<file path="src/rtl/pirdsp_pkg.sv">
// pirdsp_pkg: shared mode encodings, widths and stage-1 record for the PIRDSP post-adder path.
package pirdsp_pkg;
    localparam logic [1:0] MODE_16X16     = 2'b00;
    localparam logic [1:0] MODE_SUM_16X16 = 2'b01;
    localparam int PROD_W    = 33;
    localparam int ACC_W_DEF = 48;

    typedef struct packed {
        logic [31:0] r0;
        logic [31:0] r1;
        logic        carry;
        logic [1:0]  mode;
        logic        sgn;
        logic        clear;
    } s1_t;
endpackage

</file>
<file path="src/rtl/pirdsp_product_resolve.sv">
// pirdsp_product_resolve: folds the multiplier's redundant partial results into a signed PROD_W product.
module pirdsp_product_resolve
    import pirdsp_pkg::*;
(
    input  logic [31:0]       result_0,
    input  logic [31:0]       result_1,
    input  logic              carry,
    input  logic [1:0]        mode,
    input  logic              sgn,
    output logic [PROD_W-1:0] prod
);
    logic [31:0] p32;
    logic [32:0] p33;

    // reserved modes fall through to the plain 16x16 resolution
    always_comb begin
        p32  = result_0 + result_1;
        p33  = {carry, result_0} + {1'b0, result_1};
        prod = (mode == MODE_SUM_16X16) ? p33 : {sgn & p32[31], p32};
    end
endmodule

</file>
<file path="src/rtl/pirdsp_post_adder_acc.sv">
// pirdsp_post_adder_acc: resolves PIRDSP partial products and accumulates them over a 2-stage valid/ready pipe.
// Define PIRDSP_POST_ADDER_SAT_EN to saturate on signed overflow with a sticky acc_overflow flag.
module pirdsp_post_adder_acc
    import pirdsp_pkg::*;
#(
    parameter int ACC_W = ACC_W_DEF
) (
    input  logic              clk,
    input  logic              reset_n,
    input  logic              in_valid,
    output logic              in_ready,
    input  logic [31:0]       result_0,
    input  logic [31:0]       result_1,
    input  logic              result_SIDM_carry,
    input  logic [1:0]        mode,
    input  logic              a_sign,
    input  logic              b_sign,
    input  logic              acc_clear,
    output logic              out_valid,
    input  logic              out_ready,
    output logic [ACC_W-1:0]  acc_out,
    output logic [PROD_W-1:0] prod_out,
    output logic              acc_overflow
);
    logic              adv;
    logic              s1_valid;
    s1_t               s1;
    logic [PROD_W-1:0] p;
    logic [ACC_W-1:0]  p_ext;
    logic [ACC_W-1:0]  sum;
    logic [ACC_W-1:0]  acc_nxt;

    assign adv      = !out_valid | out_ready;
    assign in_ready = adv;

    pirdsp_product_resolve u_resolve (
        .result_0 (s1.r0),
        .result_1 (s1.r1),
        .carry    (s1.carry),
        .mode     (s1.mode),
        .sgn      (s1.sgn),
        .prod     (p)
    );

`ifdef PIRDSP_POST_ADDER_SAT_EN
    logic ovf;

    always_comb begin
        p_ext   = {{(ACC_W-PROD_W){p[PROD_W-1]}}, p};
        sum     = acc_out + p_ext;
        ovf     = (acc_out[ACC_W-1] == p_ext[ACC_W-1]) && (sum[ACC_W-1] != acc_out[ACC_W-1]);
        acc_nxt = s1.clear ? p_ext :
                  !ovf     ? sum   :
                  acc_out[ACC_W-1] ? {1'b1, {(ACC_W-1){1'b0}}} : {1'b0, {(ACC_W-1){1'b1}}};
    end

    always_ff @(posedge clk or negedge reset_n)
        if (!reset_n)
            acc_overflow <= 1'b0;
        else if (adv && s1_valid)
            acc_overflow <= !s1.clear && (acc_overflow || ovf);
`else
    always_comb begin
        p_ext   = {{(ACC_W-PROD_W){p[PROD_W-1]}}, p};
        sum     = acc_out + p_ext;
        acc_nxt = s1.clear ? p_ext : sum;
    end

    assign acc_overflow = 1'b0;
`endif

    always_ff @(posedge clk or negedge reset_n)
        if (!reset_n) begin
            s1_valid  <= 1'b0;
            s1        <= '0;
            out_valid <= 1'b0;
            acc_out   <= '0;
            prod_out  <= '0;
        end else if (adv) begin
            s1_valid  <= in_valid;
            s1        <= '{r0: result_0, r1: result_1, carry: result_SIDM_carry, mode: mode,
                           sgn: a_sign | b_sign, clear: acc_clear};
            out_valid <= s1_valid;
            if (s1_valid) begin
                prod_out <= p;
                acc_out  <= acc_nxt;
            end
        end
endmodule

</file>
<file path="config.mk">
export PLATFORM = sky130hd
export DESIGN_NAME = pirdsp_post_adder_acc
export DESIGN_NICKNAME = d
export VERILOG_FILES = /design/src/rtl/pirdsp_pkg.sv /design/src/rtl/pirdsp_product_resolve.sv /design/src/rtl/pirdsp_post_adder_acc.sv
export SDC_FILE = /design/constraint.sdc
export NUM_CORES = 1
export LEC_CHECK = 0
export BUFFER_PORTS_ARGS = -buffer_cell sky130_fd_sc_hd__buf_2
export CAP_MARGIN = 20
export CORE_ASPECT_RATIO = 1.2
export CORE_MARGIN = 5
export CORE_UTILIZATION = 60
export CTS_BUF_LIST = sky130_fd_sc_hd__clkbuf_4 sky130_fd_sc_hd__clkbuf_8
export DETAILED_ROUTE_END_ITERATION = 8
export GPL_ROUTABILITY_DRIVEN = 0
export GPL_TIMING_DRIVEN = 0
export PLACE_DENSITY_LB_ADDON = 0.12
export SLEW_MARGIN = 30
export SYNTH_ARGS = -nofsm -noshare
export SYNTH_HDL_FRONTEND = slang
export SYNTH_SLANG_ARGS = --single-unit
</file>
<file path="constraint.sdc">
create_clock -name clk -period 12.4 [get_ports clk]
set_input_delay 0.62 -clock clk [delete_from_list [all_inputs] [get_ports clk]]
set_output_delay 0.62 -clock clk [all_outputs]
set_load 0.02 [all_outputs]
</file>
* After elaboration in Yosys (flattened, before gate mapping)
Cells that the tools add are included.
** Cells by class
- Add/sub/neg operators :: 3
- Equal/unequal tests :: 1
- Multiplexer cells :: 2
- Bitwise operators :: 3
- Reduce and logical (&&, ||, !) cells :: 2
** Operators with widths (number)
- $add 48x48->48 :: 1
- $mux 48 :: 1
- $add 33x32->33 :: 1
- $mux 33 :: 1
- $add 32x32->32 :: 1
- $eq 2x1->1 const B :: 1
- $or 1x1->1 :: 2
- $reduce_and 2->1 :: 1
- $and 1x1->1 :: 1
- $logic_not 1->1 :: 1
** Storage, ports and cells
- Flip-flop bits (word level) :: 152
- Bits of input ports :: 74
- Output and inout bits :: 84
- Logic and storage cells :: 21

* Logic depth before layout (Yosys ltp)
- Word-level depth :: 5
- Mapped depth :: 23

* Hierarchy
A second synthesis with hierarchy kept.
** Unflattened totals
- Cells, all modules :: 1286
- Area total of the unflattened synthesis :: 10291.1 µm²
** By module, submodules not included
- pirdsp_post_adder_acc :: times used 1, cells each 1061, area an instance 8593.2 µm², seq. area each 3803.6 µm²
- pirdsp_product_resolve :: times used 1, cells each 225, area an instance 1697.9 µm², seq. area each 0.0 µm²

* Worst setup path before layout
Ideal clock, no wire load.
- Path kind :: reg-to-reg
- Start point :: reg s1[6] in the netlist's numbering
- End point :: reg acc_out[46]
- Library setup time :: 69 ps
- Arrival :: 4716 ps
- Data required time :: 12331 ps
- Setup slack :: 7615 ps
- Stages on the path, launching flop included :: 22
- Cell sequence :: dfrtp_1 -> ha_1 -> a211o_1 -> a21oi_1 -> o211a_4 -> a31oi_4 -> a31oi_2 -> o21bai_1 -> a221o_1 -> mux2i_1 -> or2_1 -> ha_1 -> clkbuf_1 -> nand4_1 -> nor3_1 -> o2bb2ai_1 -> a311oi_1 -> or2_1 -> o21ai_1 -> a31oi_1 -> or4_1 -> nand3_1
** RTL lines
- start, declared :: line pirdsp_post_adder_acc.sv:27 : s1_t s1;
- start signal, assigned :: line pirdsp_post_adder_acc.sv:81 : s1 <= '{r0: result_0, r1: result_1, carry: result_SIDM_carry, mode: mode,
- $add 33x32->33 or $add 32x32->32 (tied branches) :: line pirdsp_product_resolve.sv:18, pirdsp_product_resolve.sv:17
- $mux 33 (*) :: line pirdsp_product_resolve.sv:19 : prod = (mode == MODE_SUM_16X16) ? p33 : {sgn & p32[31], p32};
- named net p[29] :: line pirdsp_post_adder_acc.sv:28 : logic [PROD_W-1:0] p;
- $add 48x48->48 (*) :: line pirdsp_post_adder_acc.sv:65 : sum = acc_out + p_ext;
- $mux 48 (*) :: line pirdsp_post_adder_acc.sv:66 : acc_nxt = s1.clear ? p_ext : sum;
- end signal, assigned :: line pirdsp_post_adder_acc.sv:86 : acc_out <= acc_nxt;
- end, declared :: line pirdsp_post_adder_acc.sv:21 : output logic [ACC_W-1:0] acc_out,
Mark *: on every way through the listed nets, which the timed path passes. The rest lies on a longest branch.
A chain may end at the register's enable or synchronous reset.

* Worst setup path after layout
- Start point :: reg s1[6] in the netlist's numbering
- End point :: reg acc_out[47]
The elaborated chain is that of the path after synthesis.

==> impl_results.md <==
* Total die area at 20200 sq um
* Worst-path clk slew at about 0.090 ns
* Critical-path top delay cell: o41ai_2
* Clock sink total at 152
* CTS Buf Count at 17
* Largest area contributor in the netlist: dfrtp_1
* Mapped Avg Cell Area at 8.05 sq um
* XOR/XNOR Fraction of Synth Area at 5.76%
* Detailed-route DRC error count at 1
* CTS Hold Bufs at 0
* Share of power burned in registers at approximately 22%
* Sw frac at 50.4%
* Nets at 1634
* Top cells by area, synth: dfrtp_1 (36%), nand2_1 (14%), ha_1 (9.4%), a21oi_1 (4.9%), xnor2_1 (3.6%)
* Area Overhead vs Synth at 14.6%
* Critical Path Max Stage Delay at approximately 0.58 ns
* DIE WIDTH at 131 microns
* Synth Area in Compound Gates at between 20% and 30%
* Syn_nets at 1457
* Setup CP Type: reg -> reg
* 1st-pass router iterations at 9
* 1st-iter DRT viols at just under 600
* Fin Clk Skew at 0.0132 ns
* Area of the core at 17400 sq um
* Fmax achieved at 173 MHz
* Comb pwr share at 66.1%
* Post-Syn Area at 10500 sq um
* Tcrit/Tclk final at between 40 and 50%
* H-Tree Depth at 4
* RSZ-0062 raised after global routing: no
* Grt ovf at 0
* Status: finished with violations
* GRT Util Overall at 28.6%
* Min cycle time layout at 5.76 ns
* Cells after Synth at about 1300
* Fin. Hold Viols at 0
* GRT met1 Usage at a little over a third
* VDD IR max at 0.110 mV
* # setup viols final at 0
* Antenna cell count at 0
* Worst-Margin Slew at 0.762 ns
* Sequential fraction of the synthesis area at 36.3%
* PortBufs at about 160
* Clk buf depth at 2
* Final Slew Violations at 0
* Initial antenna violation count at 0
* CP Cell Sequence: ha_1, a211o_1, a21oi_1, o211a_4, a31oi_4, a21oi_1, o21ai_0, xnor2_1, inv_1, ha_1, buf_2, nand4_1, nor3_1, a21oi_1, o211ai_1, a41oi_1, o41ai_2, nand4_1, a41o_1, mux2_1, a2bb2oi_1
* Yosys reg bits at 152
* Largest family of logic cells by synthesized area: simple AND/OR/NAND/NOR gates
* Vias in the first global route at around 9600
* Row count at 53
* Via count at 9949
* I/O pin cnt at 158
* Worst skew pair latency at roughly 0.48 ns
* CP most frequent cell: a21oi_1
* Critical Path AT at between 6 and 7 ns
* Critical Path Source Type: flop
* Power density cells at 293 nW/um^2
* Static Leak at 6.11 nW
* Failing checks: design-rule violations
* Main flop type after synthesis: dfrtp_1
* Wire per inst at 16.8 microns
* CTS tree: yes
* Max_slew headroom at 49.2%
* Most used routing layer: met2
* Final ANT Viol Nets at 0
* Layout cell share with drive strength beyond 1 at between 10% and 20%
* Post-place setup slack at between 6 and 7 ns
* Mux cell area share after synthesis at 1.11%
* Pin count of the biggest net entering global routing at 58
* # Post-CTS Setup Buffers at 0
* Clock Power Share at 11.7%
* Post-CTS sizing at 0
* Psw at roughly 0.0018 W
* Critical path capture point type: flop
* Detailed Route WL at roughly 29 mm
* Root Buffer: clkbuf_8
* CP required at 12.76 ns
* Crit path max fanout at 8
* Worst Hold Class: in -> async
* Synth warn at 0
* EDFF count, synth at 0
* Detail Placement HPWL at ~22 mm
* Die Y at 155 microns
* Smallest setup slack after layout at 6.64 ns
* Setup TNS at 0 ns
* Grt met2 use at 48.2%
* Met3 usage at 5.15%
* Post-synth top area share at 36.3%
* Adder and majority gate portion of the synthesized area at roughly a tenth
* Post-Synth Simple-Gate Area at 22.5%
* Internal power at between 0.0015 and 0.002 W
* First-pass GRT wire length at ~46 mm
* Vias per cell at 5.81
* Initial Utilization at 60.3%
* Unique masters post-synth at 81
* FFs w/ async S/R, synth at 100%
* Max cap viols at 0
[per-stage QoR]
step	utilization [%]	area [sq um]	hold slack, ns	cells	power (W)
floorplan	-	10500	0.324	1302	0.00250
global placement	66.4	11500	0.452	1678	0.00302
detailed placement	66.8	11600	0.459	1680	0.00307
CTS	69.1	12000	0.00732	1711	0.00349
global route	69.1	12000	0.0207	1711	0.00380
finish	69.1	12000	0.0138	1711	0.00352
[path summary, 6_finish.rpt]
kind / cells after the start / startpoint / slack, ns / end
worst max-delay path: 21 / s1[6] / 6.64 / acc_out[47]
worst min-delay path: 1 / reset_n / 0.01 / prod_out[4]
worst max register to register: 21 / s1[6] / 6.64 / acc_out[47]
worst min register to register: 2 / prod_out[28] / 0.47 / prod_out[28]
max in group asynchronous: 3 / reset_n / 11.48 / s1[32]
min in group clk: 3 / result_1[0] / 0.33 / s1[5]
[worst max-delay path, delay by kind of cell, from the launching register on]
family	cells	cell delay [ns]
DFF	1	0.39
AOI/OAI and AO/OA	12	2.89
muxes	1	0.32
buffers and inverters	2	0.28
adders and majority gates	2	0.60
and+or+nand+nor	3	0.63
xor gates and xnor gates	1	0.52
[cell families after synthesis]
| logic type | after synthesis |
|---|---|
| adder cells (fa/ha/maj) | 81 |
| multiplexers | 11 |
| other | 1 |
| XOR/XNOR | 69 |
| AO/OA/AOI/OAI | 336 |
| AND/OR/NAND/NOR | 559 |
| flip-flops | 152 |
| buffers and inverters | 93 |
[layout make-up]
type | instances | area [sq um]
Tap cell | 220 | 275
Clock buffer | 18 | 241
Clock inverter | 13 | 168
Fill cell | 1513 | 5360
Timing Repair Buffer | 158 | 846
Sequential cell | 152 | 3800
Buffer | 69 | 275
Multi-Input combinational cell | 1057 | 6310
Inverter | 24 | 95.1
[layer usage]
metal / vias to the layer above / part of all wire, %
met5: - / 0
met4: 0 / 3.1
met3: 77 / 6.7
met2: 373 / 49
met1: 4642 / 41
li1: 4857 / -
[Yosys cell counts (3+ instances only)]
master,instances
a2111oi_0,3
a211o_1,4
a211oi_1,7
a21boi_0,3
a21o_1,40
a21oi_1,102
a311oi_1,3
a31oi_1,9
and2_1,3
and3_1,5
buf_1,12
buf_2,10
clkbuf_1,46
dfrtp_1,152
ha_1,79
inv_1,23
mux2_2,3
mux2i_1,6
nand2_1,383
nand2b_1,13
nand3_1,14
nand4_1,20
nor2_1,74
nor2b_1,10
nor3_1,14
nor3b_1,3
nor4b_1,3
o211ai_1,7
o211ai_2,6
o21a_1,14
o21ai_0,72
o21ai_1,9
o21bai_1,12
o221ai_1,3
o22a_1,4
o31ai_1,5
or2_1,3
or2_2,3
xnor2_1,43
xor2_1,26
[power by group through the flow]
stage	Clock, W	Combinational, W	Sequential, W
2_1_floorplan	0	0.00158	0.000919
3_3_place_gp	0	0.00223	0.000784
3_5_place_dp	0	0.00228	0.000789
4_1_cts	0.000414	0.00230	0.000780
5_1_grt	0.000434	0.00257	0.000798
6_report	0.000410	0.00232	0.000781
[flip-flops by register name, indices dropped and copies added (netlist names)]
name and count:
prod_out 33, s1 69, out_valid 1, acc_out 48, s1_valid 1
[cell usage in the layout, fill, tap and decap left out, types with 26 or more instances in the layout]
master / n
a21o_1: 40
a21oi_1: 102
buf_2: 165
clkbuf_1: 46
dfrtp_1: 152
ha_1: 79
nand2_1: 383
nor2_1: 74
o21ai_0: 72
xnor2_1: 43
xor2_1: 26
Power figures use the tool's default switching activity.
